===== config.mk =====
export PLATFORM = sky130hd
export DESIGN_NAME = hdlbc_dec_key_sched
export DESIGN_NICKNAME = d
export VERILOG_FILES = /design/src/rtl/hdlbc_dec_key_sched_pkg.sv /design/src/rtl/hdlbc_dec_key_sched_ks_step.sv /design/src/rtl/hdlbc_dec_key_sched.sv
export SDC_FILE = /design/constraint.sdc
export NUM_CORES = 2
export LEC_CHECK = 0
export ABC_AREA = 0
export BUFFER_PORTS_ARGS = -buffer_cell sky130_fd_sc_hd__buf_2
export CORE_MARGIN = 8
export CORE_UTILIZATION = 48
export DETAILED_ROUTE_END_ITERATION = 10
export PLACE_DENSITY = 0.67
export SYNTH_ARGS = -nofsm -noshare
export SYNTH_HDL_FRONTEND = slang
export SYNTH_SLANG_ARGS = --single-unit

===== constraint.sdc =====
create_clock -name clk -period 7.2 [get_ports clk]
set_clock_uncertainty 0.1 [all_clocks]
set_input_delay 0.36 -clock clk [delete_from_list [all_inputs] [get_ports clk]]
set_output_delay 0.36 -clock clk [all_outputs]
set_load 0.05 [all_outputs]

===== src/rtl/hdlbc_dec_key_sched_pkg.sv =====
// hdlbc_pkg: shared HDLBC widths, key-step constants and key-schedule state encoding
package hdlbc_pkg;
  localparam int HDLBC_KEY_W = 64;
  localparam int HDLBC_RC_W = 5;
  localparam int HDLBC_ROT = 16;
  localparam int HDLBC_PBOX_MUL = 13;
  typedef enum logic [1:0] {IDLE, EXPAND, EMIT} state_t;
endpackage


===== src/rtl/hdlbc_dec_key_sched_ks_step.sv =====
// hdlbc_ks_step: combinational forward key step rk = f(k, rc); ports k (key in), rc (round constant), rk (next key)
module hdlbc_ks_step
  import hdlbc_pkg::*;
(
  input  logic [0:HDLBC_KEY_W-1] k,
  input  logic [HDLBC_RC_W-1:0]  rc,
  output logic [0:HDLBC_KEY_W-1] rk
);
  localparam int H = HDLBC_KEY_W / 2;
  logic [0:HDLBC_KEY_W-1] p;
  logic [0:H-1] l;
  logic [0:H-1] r;
  for (genvar i = 0; i < HDLBC_KEY_W; i++) begin : g_pbox
    assign p[i] = k[(i * HDLBC_PBOX_MUL) % HDLBC_KEY_W];
  end
  always_comb begin
    l = ~({p[HDLBC_ROT:H-1], p[0:HDLBC_ROT-1]} & p[H:HDLBC_KEY_W-1]);
    r = l ^ p[H:HDLBC_KEY_W-1];
    rk = {l, r[0:H-HDLBC_RC_W-1], r[H-HDLBC_RC_W:H-1] ^ rc};
  end
endmodule


===== src/rtl/hdlbc_dec_key_sched.sv =====
// hdlbc_dec_key_sched: expands key forward into a buffer, then streams round keys ROUNDS..1; ports start/key in, busy, rk/rk_idx/rk_valid/rk_ready stream, done pulse
module hdlbc_dec_key_sched
  import hdlbc_pkg::*;
#(
  parameter int ROUNDS = 20
) (
  input  logic                   clk,
  input  logic                   rst,
  input  logic                   start,
  input  logic [0:HDLBC_KEY_W-1] key,
  output logic                   busy,
  output logic [0:HDLBC_KEY_W-1] rk,
  output logic [HDLBC_RC_W-1:0]  rk_idx,
  output logic                   rk_valid,
  input  logic                   rk_ready,
  output logic                   done
);
  localparam int AW = ROUNDS > 1 ? $clog2(ROUNDS) : 1;
  localparam logic [HDLBC_RC_W-1:0] LAST = HDLBC_RC_W'(ROUNDS);
  localparam logic [HDLBC_RC_W-1:0] ONE = HDLBC_RC_W'(1);
  state_t state;
  state_t state_n;
  logic [HDLBC_RC_W-1:0] cnt;
  logic [0:HDLBC_KEY_W-1] kreg;
  logic [0:HDLBC_KEY_W-1] step;
  logic [0:HDLBC_KEY_W-1] rk_q;
  logic [0:HDLBC_KEY_W-1] mem [ROUNDS];
  logic done_q;
  logic hs;
  hdlbc_ks_step u_step (.k(kreg), .rc(cnt), .rk(step));
  always_ff @(posedge clk) state <= rst ? IDLE : state_n;
  always_comb
    state_n = state == IDLE ? (start ? EXPAND : IDLE) :
              state == EXPAND ? (cnt == LAST ? EMIT : EXPAND) :
              (hs && cnt == ONE ? IDLE : EMIT);
  always_comb begin
    busy = state != IDLE;
    rk_valid = state == EMIT;
    rk_idx = rk_valid ? cnt : '0;
    rk = rk_valid ? rk_q : '0;
    done = done_q;
    hs = rk_valid & rk_ready;
  end
  // cnt is the round being computed in EXPAND and the index being presented in EMIT
  always_ff @(posedge clk) begin
    if (rst) begin
      cnt <= '0;
      kreg <= '0;
      rk_q <= '0;
      done_q <= 1'b0;
    end else begin
      done_q <= hs && cnt == ONE;
      if (state == IDLE && start) begin
        kreg <= key;
        cnt <= ONE;
      end
      if (state == EXPAND) begin
        kreg <= step;
        rk_q <= step;
        if (cnt != LAST) cnt <= cnt + ONE;
      end
      if (hs && cnt != ONE) begin
        cnt <= cnt - ONE;
        rk_q <= mem[AW'(cnt - 2)];
      end
    end
  end
  // mem[i-1] holds round key i
  always_ff @(posedge clk)
    if (state == EXPAND) mem[AW'(cnt - ONE)] <= step;
endmodule

== Word-level counts from Yosys, hierarchy flattened ==
Memories as Yosys holds them, arrays and structs flattened.
Index checks and enable logic that the tools add are counted.

* Bits in writable memories: 1280
* Output and inout bits: 72
* Register bits: 136
* Input port bits: 68
* Word-level logic and storage cells: 44
* Memories kept: 1

{| class="wikitable"
|+ Memories
! memory !! depth !! width !! read ports !! clocked after Yosys merged registers in !! write ports !! RTL line !! RTL
|-
| mem || 20 || 64 || 1 || 0 || 1 || hdlbc_dec_key_sched.sv:27 || <nowiki>logic [0:HDLBC_KEY_W-1] mem [ROUNDS];</nowiki>
|}

* Equal/unequal tests: 6
* Bitwise gates (word level): 5
* $add $sub $neg: 3
* Muxes and demuxes: 17
* Reduce and logical (&&, ||, !) cells: 7

{| class="wikitable"
|+ Operators by type and width
! kind !! count
|-
| 2-to-1 mux 64 bit || 5
|-
| bitwise AND 32 bit || 1
|-
| inverter 32 bit || 1
|-
| XOR 32 bit || 1
|-
| 2-to-1 mux 5 bit || 5
|-
| 2-to-1 mux 2 bit || 4
|-
| nonzero test 2 bit || 3
|-
| adder 5 x 1 -> 5 bit, second input constant || 1
|-
| == test 5 x 1 -> 1 bit, second input constant || 1
|-
| == test 5 bit, second input constant || 1
|-
| != test 5 x 1 -> 1 bit, second input constant || 1
|-
| != test 5 bit, second input constant || 1
|-
| subtractor 5 x 1 -> 5 bit, second input constant || 1
|-
| subtractor 5 x 2 -> 5 bit, second input constant || 1
|-
| XOR 5 bit || 1
|-
| logical AND 1 bit || 3
|-
| 2-to-1 mux 1 bit || 3
|-
| == test 2 x 1 -> 1 bit, second input constant || 1
|-
| == test 2 bit, second input constant || 1
|-
| zero test 2 bit || 1
|-
| bitwise AND 1 bit || 1
|}

== Depth between registers and ports, before layout ==
* Depth after elaboration: 6
* Depth in mapped cells: 15
* Mapped depth without buffers: 7

== Cells and area by module ==
Synthesis repeated with hierarchy kept, for this count alone.

* Cells, all modules: 3217
* Area total of the unflattened synthesis: 56608.0 um2

{| class="wikitable"
|+ By module, submodules not included
! module !! cells each !! area each (um2) !! times used !! seq. area each (um2)
|-
| hdlbc_dec_key_sched || 3148 || 56206.4 || 1 || 41159.5
|-
| hdlbc_ks_step || 69 || 401.6 || 1 || 0.0
|}

== Worst setup path after synthesis ==
No wires, ideal clock.

* Path kind: register to register
* Start point: reg cnt[1]
* End point: mem mem[18][0] in the netlist's numbering, enable pin
* Clock period less this slack: 5.340 ns
* Data arrival time: 4.754 ns
* Path buffers: 4
* Setup slack: 1.860 ns
* Library setup time: 0.486 ns
* Required time: 6.614 ns
* Stages on the path, launching flop included: 11
* Path through: dfxtp_1 > buf_2 > buf_4 > buf_2 > buf_2 > inv_1 > ha_1 > nand2_1 > xor2_1 > nand2_1 > nor2_1

* Cells in the longest elaborated chain, start to end: 1

{| class="wikitable"
|+ RTL lines
! element !! RTL line !! RTL
|-
| start: declaration || hdlbc_dec_key_sched.sv:23 || <nowiki>logic [HDLBC_RC_W-1:0] cnt;</nowiki>
|-
| start signal: assignment || hdlbc_dec_key_sched.sv:60 || <nowiki>if (cnt != LAST) cnt <= cnt + ONE;</nowiki>
|-
| start signal: assignment || hdlbc_dec_key_sched.sv:63 || <nowiki>cnt <= cnt - ONE;</nowiki>
|-
| subtractor 5 x 1 -> 5 bit || hdlbc_dec_key_sched.sv:70 || <nowiki>if (state == EXPAND) mem[AW'(cnt - ONE)] <= step;</nowiki>
|-
| end: declaration || hdlbc_dec_key_sched.sv:27 ||
|}

Every way passes these cells.

== Worst setup path in the final report ==
* Start point: reg cnt[0]
* End point: reg rk_q[20] in the netlist's numbering

* Cells in the longest elaborated chain, start to end: 3
* Elaborated cells on any way between the ends: 6
* Those cells by class: add/sub (1); eq/ne (1); mux (1); reduce/logical (2); memory (1)

{| class="wikitable"
|+ RTL lines
! element !! RTL line !! RTL
|-
| subtractor 5 x 2 -> 5 bit or != test 5 x 1 -> 1 bit (tied branches) || hdlbc_dec_key_sched.sv:64, hdlbc_dec_key_sched.sv:62 ||
|-
| memory read (20 x 64 bit) or logical AND 1 bit (tied branches) || - ||
|-
| 2-to-1 mux 64 bit or nonzero test 2 bit (tied branches) || - ||
|-
| end signal: assignment || hdlbc_dec_key_sched.sv:59 || <nowiki>rk_q <= step;</nowiki>
|-
| end signal: assignment || hdlbc_dec_key_sched.sv:64 || <nowiki>rk_q <= mem[AW'(cnt - 2)];</nowiki>
|-
| end: declaration || hdlbc_dec_key_sched.sv:26 || <nowiki>logic [0:HDLBC_KEY_W-1] rk_q;</nowiki>
|}

Several ways; a longest one is shown, not always the timed one.
A chain may end at the register's enable or synchronous reset.

==> impl_metrics.json <==
{
  "ff2ff_setup_slack_ps": 2910,
  "cellLeakagePower_uw": 0.0200,
  "max_stage_delay_ps": 900,
  "hold_path_class": "input pin to flop",
  "slew_violations": 0,
  "min_period_ps": 4290,
  "grt_use_met3_pct": 8.96,
  "cap_violations": 0,
  "grt_max_degree": 143,
  "hpwl_mm": 88.7,
  "synth.avg_cell_area_um2": 16.7,
  "postSynthCellCount": 3336,
  "cts_max_level": 4,
  "firstDrtPassIters": 5,
  "grt_util_met2_pct": 36.9,
  "final_common_cell": "edfxtp_1",
  "finalSetupViolCount": 0,
  "wl_mm": 160,
  "grt_pass1_vias": 31900,
  "die_x_um": 356,
  "rsz0062_at_grt": "no",
  "synth_seq_cells": 1416,
  "worstMarginPinSlew_ps": 1240,
  "cp.required_ps": 7750,
  "utilization_pct": 54.8,
  "top_level_ports": 140,
  "rows": 125,
  "cp_max_fo": 40,
  "synth_edf_count": 1280,
  "drt_iter0_markers": 4455,
  "postRouteAntennaNets": 0,
  "viasPerCell": 6.21,
  "drive_gt1_share_pct": 15.1,
  "crit_type": "flop to flop",
  "fin_setup_tns_ps": 0,
  "start_kind": "flop",
  "fmax_mhz": 233,
  "nets": 3616,
  "antenna_found_initial": 7,
  "yosys_warnings": 0,
  "io_buffer_count": 139,
  "cts-root-buf": "clkbuf_16",
  "overflow": 0,
  "syn_nets": 3413,
  "place.gp.congestion": 0.837,
  "whs_ps": 125,
  "postCtsSetupRepairBufs": 0,
  "crit_chain": "ha_1 > or4b_1 > and3_4 > nand3_4 > buf_4 > a21oi_1 > nor4_2",
  "finalHoldViolCount": 0,
  "cts_num_sinks": 1416,
  "synthDistinctLibCells": 48,
  "final.fill_count": 8892,
  "cts_buffers": 140,
  "yosysSeqAreaShare_pct": 74.1,
  "outcome": "completed",
  "ys_async_sr_fraction_pct": 0,
  "ctsResizeCount": 0,
  "die_area_um2": 127000,
  "placed_area_um2": 58100,
  "grt_use_met1_pct": 33.9,
  "busiest_layer": "met2",
  "cp.arrival_ps": 4840,
  "synthToLayoutAreaGrowth_pct": 14.0,
  "grt_pass1_wl_mm": 228,
  "p_per_area_nw_per_um2": 321,
  "gr-usage-all-layers_pct": 24.7,
  "netlist_area_um2": 55600,
  "die_y_um": 356,
  "relSlewSlack_pct": 16.8,
  "start_util_pct": 48.1,
  "clockBufferDepth": 3,
  "coreArea_um2": 116000,
  "synth_flop_cell": "edfxtp_1",
  "cp-end-kind": "flop",
  "vias": 32200,
  "avgRoutedWirePerCell_um": 30.8,
  "insertion_delay_ps": 760,
  "cts_tree": "done",
  "cts_hold_buffers": 65,
  "cpMaxStageDelayCell": "dfxtp_4",
  "clk_pin_slew_ps": 60,
  "finalCritPeriodShare_pct": 59.6,
  "finalInstanceArea_um2": 63400,
  "remaining_drc_errors": 0,
  "ir_worst_vdd_uv": 238,
  "mostFrequentLayoutCells": "edfxtp_1, mux2i_1, a22oi_1"
}
[synth_stat cells (6+ instances only)]
library cell / instances / area, um^2
o21bai_1: 13 / 97.6
clkbuf_1: 159 / 597
nor3_1: 7 / 35.0
a22oi_1: 256 / 1920
a21oi_1: 133 / 666
xnor2_1: 9 / 78.8
nor2_1: 118 / 443
nor4_2: 32 / 400
nand2_1: 193 / 724
nor2b_1: 7 / 43.8
ha_1: 9 / 113
mux2i_1: 512 / 5120
o21ai_0: 60 / 300
buf_2: 31 / 155
and3_1: 13 / 81.3
o22ai_1: 15 / 93.8
dfxtp_1: 136 / 2720
nand2b_1: 30 / 188
nor4_1: 33 / 206
a311oi_1: 59 / 517
and2_1: 72 / 450
o22a_1: 11 / 96.3
buf_6: 8 / 90.1
edfxtp_1: 1280 / 38400
o2bb2ai_1: 16 / 140
buf_1: 16 / 60.1
mux4_2: 64 / 1440
a21oi_2: 6 / 52.6
[worst paths after layout]
check / startpoint / end / depth (start not counted)
worst min-delay path: rst / kreg[30] / 2
worst max-delay path: cnt[0] / rk_q[20] / 7
worst max register to register: cnt[0] / rk_q[20] / 7
worst min register to register: kreg[63] / kreg[63] / 2
[critical path, delay by kind of cell, from the launching register on]
family / cells / cell delay, ps
adder cells (fa/ha/maj): 1 / 290
flip-flops: 1 / 900
buffers and inverters: 1 / 850
AO/OA/AOI/OAI: 1 / 110
AND/OR/NAND/NOR: 4 / 1840
[power by group]
| group | switching (uW) | leakage [uW] | internal, uW |
|---|---|---|---|
| combinational | 2250 | 0.00516 | 1300 |
| sequential | 280 | 0.0126 | 9320 |
| clock | 3160 | 0.00222 | 4050 |
[through the flow]
stage	std cells	power, uW	setup WS, ps
6_report	5184	20400	2910
3_5_place_dp	4856	13200	2930
5_1_grt	5182	21000	2690
4_1_cts	5182	20400	2890
2_1_floorplan	3336	12100	1860
3_3_place_gp	4856	13200	2940
[layout make-up]
type	count	area [um^2]	share of cell area, %
multi-input cells	1697	13700	21.6
flip-flops and latches	1416	41200	65.0
inverters	5	18.8	0.0296
diodes	2	5.00	0.00790
well taps	1524	1910	3.01
repair buffers	279	2020	3.18
clock inverters	68	717	1.13
clock buffers	193	3840	6.07
[kinds of logic after synthesis]
| family | after synthesis | share of synthesized area, % |
|---|---|---|
| xor gates and xnor gates | 11 | 0.173 |
| AOI/OAI and AO/OA | 583 | 7.20 |
| and+or+nand+nor | 518 | 4.82 |
| adders and majority gates | 9 | 0.203 |
| muxes | 576 | 11.8 |
| buffers and inverters | 223 | 1.71 |
| DFF | 1416 | 74.1 |
[registers in the layout, indices dropped and copies added, names as in the netlist]
signal	cells
mem	1280
kreg	64
rk_q	64
cnt	5
state	2
done	1
[per-layer routing]
metal | routed length, um | vias up | part of all wire [%]
met5 | 0 | - | 0
met4 | 5200 | 0 | 3.3
met3 | 21100 | 310 | 13
met2 | 70600 | 1944 | 44
met1 | 62900 | 16400 | 39
li1 | - | 13600 | -
Note: power is estimated with default switching activity, not from simulation.
